$ cat config.mk
export PLATFORM = sky130hd
export DESIGN_NAME = imem_loader
export DESIGN_NICKNAME = d
export VERILOG_FILES = /design/src/rtl/imem_loader.sv
export SDC_FILE = /design/constraint.sdc
export NUM_CORES = 1
export LEC_CHECK = 0
export CORE_MARGIN = 5
export CORE_UTILIZATION = 50
export CTS_CLUSTER_SIZE = 8
export DETAILED_ROUTE_END_ITERATION = 10
export PLACE_DENSITY = 0.87
export SLEW_MARGIN = 20
export SYNTH_ARGS = -nofsm -noshare
export SYNTH_HDL_FRONTEND = slang
export SYNTH_SLANG_ARGS = --single-unit
$ cat constraint.sdc
create_clock -name clk_i -period 2.41 [get_ports clk_i]
set_input_delay 0.6025 -clock clk_i [delete_from_list [all_inputs] [get_ports clk_i]]
set_output_delay 0.6025 -clock clk_i [all_outputs]
set_load 0.1 [all_outputs]
$ cat src/rtl/imem_loader.sv
// Byte-stream to instruction-memory loader: packs big-endian 32-bit words
// and writes them at consecutive word addresses while holding the CPU stalled.
module imem_loader #(
    parameter int DEPTH  = 32,
    parameter int ADDR_W = 32
) (
    input  logic              clk_i,
    input  logic              rst_i,
    input  logic              start_i,
    input  logic              in_valid_i,
    input  logic [7:0]        in_data_i,
    input  logic              in_last_i,
    output logic              in_ready_o,
    output logic              we_o,
    output logic [ADDR_W-1:0] waddr_o,
    output logic [31:0]       wdata_o,
    output logic              cpu_hold_o,
    output logic              done_o,
    output logic [5:0]        word_count_o
);

    typedef enum logic [1:0] {IDLE, RECV, WRITE, DONE} state_t;

    state_t            state, state_nxt;
    logic [1:0]        byte_idx;
    logic [31:0]       word_buf;
    logic [31:0]       merged;
    logic              last_seen;
    logic [5:0]        word_cnt;
    logic [ADDR_W-1:0] waddr_r;
    logic [31:0]       wdata_r;
    logic              accept;
    logic              word_end;
    logic              start_ok;
    logic              mem_full;

    assign accept   = (state == RECV) && in_valid_i;
    assign word_end = accept && ((byte_idx == 2'd3) || in_last_i);
    assign start_ok = start_i && ((state == IDLE) || (state == DONE));
    assign mem_full = (word_cnt + 6'd1) == 6'(DEPTH);

    // First byte of a word is the MSB; unfilled low bytes stay zero.
    always_comb begin
        merged = word_buf;
        case (byte_idx)
            2'd0:    merged[31:24] = in_data_i;
            2'd1:    merged[23:16] = in_data_i;
            2'd2:    merged[15:8]  = in_data_i;
            default: merged[7:0]   = in_data_i;
        endcase
    end

    always_ff @(posedge clk_i or negedge rst_i) begin
        if (!rst_i) state <= IDLE;
        else        state <= state_nxt;
    end

    always_comb begin
        state_nxt = state;
        case (state)
            IDLE:    if (start_i) state_nxt = RECV;
            RECV:    if (word_end) state_nxt = WRITE;
            WRITE:   state_nxt = (last_seen || mem_full) ? DONE : RECV;
            DONE:    if (start_i) state_nxt = RECV;
            default: state_nxt = IDLE;
        endcase
    end

    always_comb begin
        in_ready_o = (state == RECV);
        we_o       = (state == WRITE);
        cpu_hold_o = (state == RECV) || (state == WRITE);
        done_o     = (state == DONE);
    end

    // Address/data are captured when the word completes so they are valid
    // throughout WRITE and hold their last value afterwards.
    always_ff @(posedge clk_i or negedge rst_i) begin
        if (!rst_i) begin
            byte_idx  <= 2'd0;
            word_buf  <= 32'd0;
            last_seen <= 1'b0;
            word_cnt  <= 6'd0;
            waddr_r   <= '0;
            wdata_r   <= 32'd0;
        end else if (start_ok) begin
            byte_idx  <= 2'd0;
            word_buf  <= 32'd0;
            last_seen <= 1'b0;
            word_cnt  <= 6'd0;
        end else if (word_end) begin
            wdata_r   <= merged;
            waddr_r   <= ADDR_W'({word_cnt, 2'b00});
            last_seen <= in_last_i;
            byte_idx  <= 2'd0;
            word_buf  <= 32'd0;
        end else if (accept) begin
            word_buf  <= merged;
            byte_idx  <= byte_idx + 2'd1;
        end else if (state == WRITE) begin
            word_cnt  <= word_cnt + 6'd1;
        end
    end

    assign waddr_o      = waddr_r;
    assign wdata_o      = wdata_r;
    assign word_count_o = word_cnt;

endmodule
[Word-level counts from Yosys, hierarchy flattened]
Cells that the tools add are included.
Storage, ports and cells
  flip-flop bits (word level): 81
  input port bits: 13
  output and inout bits: 74
  word-level logic and storage cells: 58
Operators by class
  add/sub/neg operators: 2
  eq/ne operators: 11
  muxes and demuxes: 20
  bitwise gates (word level): 1
  reductions and logical operators: 17
Operators by type and width (number)
  $mux 32: 3
  $mux 8: 4
  $mux 6: 4
  $mux 2: 6
  $eq 2x2->1 const B: 4
  $ne 2x1->1 const B: 4
  $add 6x1->6 const B: 1
  $eq 6x6->1 const B: 1
  $pmux 2 s3: 1
  $eq 2x1->1 const B: 2
  $logic_not 2->1: 2
  $logic_or 1x1->1: 4
  $reduce_and 2->1: 2
  $reduce_bool 2->1: 2
  $logic_and 1x1->1: 3
  $reduce_and 3->1: 1
  $reduce_bool 3->1: 1
  $reduce_or 3->1: 1
  $add 2x1->2 const B: 1
  $mux 1: 2
  $reduce_or 2->1: 1
  $not 1->1: 1

[Longest topological paths before layout]
Gate-level depths: netlist (run 1).
  depth in word-level cells: 6
  depth in mapped cells: 7
  gate-level depth less buffers: 6

[Worst setup path before layout (run 1)]
OpenSTA, ideal clock, no wires.
  kind: reg2reg
  start point: reg state[1]
  end point: reg waddr_r[5] (netlist: waddr_o[5])
  library setup time: 0.126 ns
  arrival: 2.372 ns
  required time: 2.284 ns
  setup slack: -0.088 ns
  cell stages (with the launch flop): 7
  buffers on the path: 1
  period minus slack after synthesis: 2.498 ns
  cells stage by stage: dfrtp_1 -> inv_1 -> ha_1 -> nand2_4 -> nor3_2 -> buf_4 -> mux2_2
On the way
  elaborated cells between the ends (all ways): 9
  those cells by class: eq/ne (2); bitwise (1); reduce/logical (6)
RTL lines
  from (decl): line 24  | state_t state, state_nxt;
  from (signal assigned): line 55  | else state <= state_nxt;
  $eq 2x1->1
  net in_ready_o: line 13  | output logic in_ready_o,
  $logic_and 1x1->1: line 37  | assign accept = (state == RECV) && in_valid_i;
  $logic_and 1x1->1: line 38  | assign word_end = accept && ((byte_idx == 2'd3) || in_last_i);
  $reduce_and 2->1 (no source line)
  to (signal assigned): line 93  | waddr_r <= ADDR_W'({word_cnt, 2'b00});
  to (decl): line 30  | logic [ADDR_W-1:0] waddr_r;
The timed path passes the listed nets, and every way through them passes these cells.
A chain may end at the register's enable or synchronous reset.

[Worst setup path in the final report (run 1)]
  start point: reg state[0]
  end point: reg word_buf[13]
On the way
  cells in the longest elaborated chain, start to end: 5
  elaborated cells between the ends (all ways): 10
  those cells by class: eq/ne (2); mux (2); reduce/logical (6)
Ends and longest elaborated chain
  $eq 2x1->1: line 37
  $logic_and 1x1->1: line 37
  $logic_and 1x1->1: line 38
  $mux 32: line 91  | end else if (word_end) begin
  $mux 32: line 86  | end else if (start_ok) begin
  to (signal assigned): line 98  | word_buf <= merged;
  to (decl): line 26  | logic [31:0] word_buf;
Several ways; a longest one is shown, not always the timed one.

==> flow_summary.ini, run 1 <==
[status]
outcome = finished, final reports clean

[drt]
firstDrtPassIters = 4
avgViaCountPerCell = 5.38
drt_iter0_drc = 194
post_drt_wl_per_cell_um = 16.1
post-route-drc-count = 0
dr_total_vias = 2693
drt_wl_total_mm = 8.08
ant_nets = 0

[critical_path]
r2r_start = state[0]
crit_path_max_incr_delay_ps = 590
r2r_cells = 6
ff2ff_setup_slack_ps = 290
cp_slowest_cell = or4_4
worst-setup-path-type = flip-flop to flip-flop
crit_chain = inv_1 > ha_1 > and2_4 > or4_4 > o21ai_4 > a22o_1
worstSetupStartpointType = flip-flop
cp.arrival_ps = 2400
worstReg2RegEnd = word_buf[13]
cp-end-kind = flip-flop
crit_path_max_fanout = 13
required_ps = 2690

[sta]
finalMaxSlewViolations = 0
finalSetupViolCount = 0
rsz0062_at_grt = no
min_period_ps = 2120
hold_viol_final = 0
finClkSkew_ps = 6.85
tightest_slew_ps = 694
tns_ps = 0
fmax_mhz = 471
maxSlewHeadroom_pct = 53.7
fin_crit_sh_pct = 88.1

[worst_hold_path]
min-delay-path-class = primary input to async pin

[logic_synthesis]
synth_most_common_cell = dfrtp_1
synthDistinctLibCells = 38
synth_top_area_share_pct = 52.7
synth_seq_area_share_pct = 52.7
yosys.area.top_type = dfrtp_1
synthFlopType = dfrtp_1
synth-edff-count = 0
synth-seq-cells = 81
synthTopCellsByArea = dfrtp_1, mux2i_1, a22o_1, buf_4, a21oi_1
synth_area_um2 = 3840
synthArstFlopShare_pct = 100
syn_area_per_cell_um2 = 11.3
yosys-top-cells-count = dfrtp_1, nor2_1, a21oi_1
synth_warnings = 0
syn-instance-count = 341

[floorplan]
die_area_um2 = 9540
fp.dieH_um = 97.7
initial_core_util_pct = 50.5
dieWidth_um = 97.7
row_count = 32
ios = 87
core_area_um2 = 7610

[cts]
cts_buffer_depth = 2
cts.root.buffer_cell = clkbuf_8
clock-sinks = 81
clkTransAtPathRegs_ps = 70
ctsResizeCount = 0
cts_tree = done
postCtsHoldBufs = 0
htree_levels = 3
post_cts_buffers = 0
clkLatencyLatePin_ps = 340
numCtsBuffers = 9

[global_routing]
antenna_found_initial = 0
grt_usage_pct = 17.4
grt_max_degree = 45
overflow = 0
grt_pass1_vias = 2719
grt_pass1_wl_mm = 13.5

[finish]
syn2layout_area_growth_pct = 19.5
final_area_um2 = 4590
nFillCells = 605
multi_input_area_um2 = 1590
regArea_um2 = 2030
layout-drive-gt1-share_pct = 21.8
fin_nets = 417
antenna_cells = 0

[placed_design]
hpwl_mm = 5.76
placement.io_buffers = 60
dpl-instance-area_um2 = 4380
routabilityCongestion = 0.762

[run]
maxCapViolCount = 0
[metrics by stage]
step	utilization (%)	instances	setup slack, ps	hold slack (ps)
after floorplan	-	366	107	307
after global placement	57.6	486	105	472
after detailed placement	57.6	486	38.2	480
after CTS	60.4	501	269	241
after global routing	60.4	501	159	256
final	60.4	501	287	222
[worst max path at each step]
| stage | to | from | depth (start not counted) | slack, ps |
|---|---|---|---|---|
| global route | word_buf[13] | state[0] | 6 | 160 |
| finish | word_buf[13] | state[0] | 6 | 290 |
| floorplan | word_count_o[3] | state[0] | 6 | 110 |
| detailed placement | word_buf[13] | in_valid_i | 5 | 40 |
| global placement | word_buf[13] | in_valid_i | 5 | 100 |
| CTS | word_buf[9] | state[0] | 6 | 270 |
[cell usage in the layout (no fill, tap or decap), drive strengths merged, types with 5 or more instances in the layout]
cell / instances
clkdlybuf4s50: 11
inv: 6
buf: 57
mux2i: 33
conb: 26
a22o: 28
mux2: 6
o21ai: 9
clkbuf: 12
dfrtp: 81
nand2: 6
ha: 9
nor2: 43
a21oi: 34
and2: 5
[metal layers]
| layer | track usage [%] | wire (um) |
|---|---|---|
| met1 | 23.1 | 3390 |
| met2 | 27.6 | 3990 |
| met3 | 4.95 | 609 |
| met4 | 5.75 | 89 |
| met5 | 0 | 0 |
[area by class of cell]
class	instances	share of cell area, %
clock buffers	12	3.16
inverters	6	0.490
multi-input cells	229	34.7
clock inverters	3	1.42
repair buffers	68	13.3
well taps	102	2.78
flip-flops and latches	81	44.1
[flip-flops by register name, summed over array words and instances (netlist names)]
name,count
word_buf,32
state,2
last_seen,1
word_count_o,6
byte_idx,2
waddr_o,6
wdata_o,32
[worst max-delay path: cells and delay by family (launching register included)]
kind	cells	cell delay, ps
simple gates	2	830
compound gates	2	450
flops	1	390
fa+ha+maj	1	330
buf+inv	1	60
[kinds of logic after synthesis]
kind of cell	after synthesis	synth area share, %
AND/OR/NAND/NOR	69	8.79
multiplexers	39	10.4
adder cells (fa/ha/maj)	9	2.93
XOR/XNOR	5	1.14
buffers and inverters	56	8.46
other	1	0.0976
flip-flops	81	52.7
AO/OA/AOI/OAI	81	15.5
Power of run 1 is not shown: default switching activity piles up to over one toggle a cycle in this logic, so the estimate is an artifact.
==> run 2, diff against run 1 <==
Settings changed: CORE_MARGIN 5 to unset, CORE_UTILIZATION 50 to 30, PLACE_DENSITY 0.87 to 0.64.
==> flow_summary.ini, run 2 (synthesized netlist as in run 1, its figures left out) <==
[finish]
multi_input_area_um2 = 1590
mostFrequentLayoutCell = dfrtp_1
nFillCells = 1196
mostFrequentLayoutCells = dfrtp_1, buf_4, nor2_1
syn2layout_area_growth_pct = 23.8
layout-drive-gt1-share_pct = 22.3
antenna_cells = 0
fin_nets = 418
regArea_um2 = 2030

[cts]
post_cts_buffers = 0
numCtsBuffers = 9
cts_buffer_depth = 2
htree_levels = 3
clock-sinks = 81
ctsResizeCount = 0
postCtsHoldBufs = 0
clkTransAtPathRegs_ps = 60
clkLatencyLatePin_ps = 340
cts_tree = done
cts.root.buffer_cell = clkbuf_16

[worst_hold_path]
min-delay-path-class = primary input to async pin

[drt]
firstDrtPassIters = 4
drt_wl_total_mm = 8.26
avgViaCountPerCell = 4.66
post_drt_wl_per_cell_um = 14.5
post-route-drc-count = 0
dr_total_vias = 2646
drt_iter0_drc = 117
ant_nets = 0

[sta]
finClkSkew_ps = 8.76
finalMaxSlewViolations = 0
fin_crit_sh_pct = 87.6
fmax_mhz = 473
min_period_ps = 2110
maxSlewHeadroom_pct = 55.4
worst_slack_ps = 298
rsz0062_at_grt = no
tns_ps = 0
tightest_slew_ps = 669
finalSetupViolCount = 0
hold_viol_final = 0
whs_ps = 289

[critical_path]
worstSetupStartpointType = flip-flop
crit_chain = inv_1 > ha_1 > and2_4 > or4_4 > o21ai_4 > a22o_1
r2r_cells = 6
crit_path_max_fanout = 13
crit_path_max_incr_delay_ps = 580
cp-end-kind = flip-flop
critical_path.startpoint = state[0]
worst-setup-path-type = flip-flop to flip-flop
ff2ff_setup_slack_ps = 300
required_ps = 2680
worstReg2RegEnd = word_buf[9]
cp_slowest_cell = or4_4
r2r_start = state[0]
cp.arrival_ps = 2380

[placed_design]
hpwl_mm = 5.77
routabilityCongestion = 0.789
placement.io_buffers = 60
post-place-ws_ps = 78.7

[floorplan]
row_count = 40
ios = 87
dieWidth_um = 115
die_area_um2 = 13300
fp.dieH_um = 115
initial_core_util_pct = 31.3
core_area_um2 = 12300

[global_routing]
grt_pass1_wl_mm = 13.6
grt_usage_pct = 13.6
antenna_found_initial = 0
overflow = 0
grt_max_degree = 51
grt_pass1_vias = 2621

[run]
maxCapViolCount = 0

[status]
outcome = finished, final reports clean
## run 2: final cells by class
type / count / area share (%)
Timing Repair Buffer: 69 / 12.5
Clock inverter: 5 / 1.71
Tap cell: 168 / 4.42
Sequential cell: 81 / 42.6
Clock buffer: 10 / 4.81
Inverter: 6 / 0.473
Multi-Input combinational cell: 229 / 33.5
## run 2: critical path: cells and delay by family, from the launching register on
family	cells	cell delay [ps]
AOI/OAI and AO/OA	2	430
buffers and inverters	1	60
adders and majority gates	1	330
and+or+nand+nor	2	810
DFF	1	400
## run 2: routing by layer
metal / share of wire, % / GRT usage, % / routed length [um]
met1: 47 / 18.1 / 3860
met2: 47 / 21.1 / 3850
met3: 5.6 / 4.59 / 461
met4: 1.0 / 3.90 / 86
met5: 0 / 0 / 0
## run 2: metrics by stage
step	utilization (%)	cell area [um2]	instances
2_1_floorplan	-	3940	366
3_3_place_gp	36.3	4450	553
3_5_place_dp	36.3	4450	553
4_1_cts	38.8	4760	568
5_1_grt	38.8	4760	568
6_report	38.8	4760	568
## run 2: how the worst max path moves through the flow
stage                            endpoint  slack, ps
after floorplan           word_count_o[3]        110
after global routing         word_buf[10]        190
after detailed placement      word_buf[6]         80
after CTS                    word_buf[10]        300
final                         word_buf[9]        300
after global placement        word_buf[9]        100
Power of run 2 is left out for the same reason.
==> run 3, diff against run 2 <==
==> constraint.sdc (replaced) <==
create_clock -name clk_i -period 2.41 [get_ports clk_i]
set_input_delay 0.6025 -clock clk_i [delete_from_list [all_inputs] [get_ports clk_i]]
set_output_delay 0.6025 -clock clk_i [all_outputs]
set_load 0.01 [all_outputs]
==> flow_summary.ini, run 3 (synthesized netlist as in run 1, its figures left out) <==
[sta]
finClkSkew_ps = 7.09
hold_viol_final = 0
fmax_mhz = 436
finalMaxSlewViolations = 0
rsz0062_at_grt = no
worst_slack_ps = 118
tightest_slew_ps = 649
finalSetupViolCount = 0
maxSlewHeadroom_pct = 56.7
fin_crit_sh_pct = 95.1
tns_ps = 0
min_period_ps = 2290

[drt]
avgViaCountPerCell = 4.59
post-route-drc-count = 0
drt_wl_total_mm = 8.16
post_drt_wl_per_cell_um = 14.4
drt_iter0_drc = 96
dr_total_vias = 2604
ant_nets = 0
firstDrtPassIters = 4

[placed_design]
placement.io_buffers = 60
routabilityCongestion = 0.774
post-place-ws_ps = 74.8
hpwl_mm = 5.66
dpl-instance-area_um2 = 4530

[power_and_ir_drop]
finalPower_mw = 5.57
power_leakage_nw = 2.11
power.density_nw_per_um2 = 1160
ir_drop_mv = 0.513

[critical_path]
worstSetupStartpointType = flip-flop
cp.arrival_ps = 1690
crit_path_max_fanout = 4
cp-end-kind = output port
worst-setup-path-type = flip-flop to output port
required_ps = 1810

[run]
maxCapViolCount = 0

[cts]
cts.root.buffer_cell = clkbuf_16
htree_levels = 3
clkLatencyLatePin_ps = 330
clock-sinks = 81
cts_tree = done
clkTransAtPathRegs_ps = 60
numCtsBuffers = 9
cts_buffer_depth = 2

[finish]
antenna_cells = 0
syn2layout_area_growth_pct = 25.5
fin_nets = 417
layout-drive-gt1-share_pct = 10.0
final_area_um2 = 4820
mostFrequentLayoutCells = dfrtp_1, clkdlybuf4s50_1, nor2_1
mostFrequentLayoutCell = dfrtp_1

[worst_hold_path]
min-delay-path-class = primary input to async pin

[floorplan]
initial_core_util_pct = 31.3
core_area_um2 = 12300
row_count = 40
dieWidth_um = 115
fp.dieH_um = 115
ios = 87
die_area_um2 = 13300

[global_routing]
grt_pass1_vias = 2616
overflow = 0
grt_max_degree = 65
grt_usage_pct = 13.2
antenna_found_initial = 0
grt_pass1_wl_mm = 13.3

[status]
outcome = finished, final reports clean
==> run 3: cell types whose count changed in the layout (fill, tap and decap cells not counted), sizes merged <==
| cell | previous run | this run |
|---|---|---|
| buf | 58 | 9 |
| clkdlybuf4s50 | 11 | 59 |
| inv | 6 | 7 |
| bufinv | 2 | 1 |
==> run 3: repair_timing <==
item,in CTS,in global routing
setup buffers,0,1
endpoints found under the setup margin,0,2
gates resized for setup,0,1
hold buffers,0,0
==> run 3: critical path, stage by stage (launching register included) <==
cell and delay (ps):
dfrtp_1 420, ha_1 340, inv_1 70, clkdlybuf4s50_1 530
==> run 3: power by group <==
| group | internal, mW | total (mW) | switching, mW |
|---|---|---|---|
| clock | 0.796 | 1.32 | 0.522 |
| combinational | 1.14 | 2.26 | 1.13 |
| sequential | 1.75 | 1.99 | 0.238 |
| total | 3.68 | 5.57 | 1.89 |
==> run 3: final timing paths <==
path	slack, ps	end	startpoint	depth (start not counted)
worst max-delay path	120	cpu_hold_o	state[1]	3
worst min-delay path	210	waddr_o[4]	rst_i	1
worst max register to register	320	word_buf[10]	state[1]	5
worst min register to register	500	word_buf[25]	word_buf[25]	1
max in group asynchronous	1590	wdata_o[0]	rst_i	2
min in group clk_i	500	word_buf[25]	word_buf[25]	1
==> run 3: area by class of cell <==
type | count | area (um2)
fill | 1218 | 7440
inverter | 6 | 22.5
clock inverter | 5 | 56.3
clock buffer | 10 | 229
timing repair buffer | 68 | 683
tap | 168 | 210
multi-input combinational | 229 | 1590
sequential | 81 | 2030
==> run 3: stage by stage <==
stage,std cells,hold WS [ps],utilization [%]
after floorplan,366,307,-
after global placement,551,475,36.9
after detailed placement,551,483,36.9
after CTS,566,211,39.2
after global routing,567,241,39.3
final,567,211,39.3
==> run 3: metal layers <==
metal / track usage, % / vias up / wire, um / part of all wire (%)
met4: 3.90 / 0 / 37 / 0.45
met2: 20.7 / 81 / 3930 / 48
met1: 17.1 / 1267 / 3700 / 45
met5: 0 / - / 0 / 0
met3: 4.80 / 5 / 499 / 6.1
li1: - / 1251 / - / -
No activity file was read; power rests on OpenSTA's default activity.
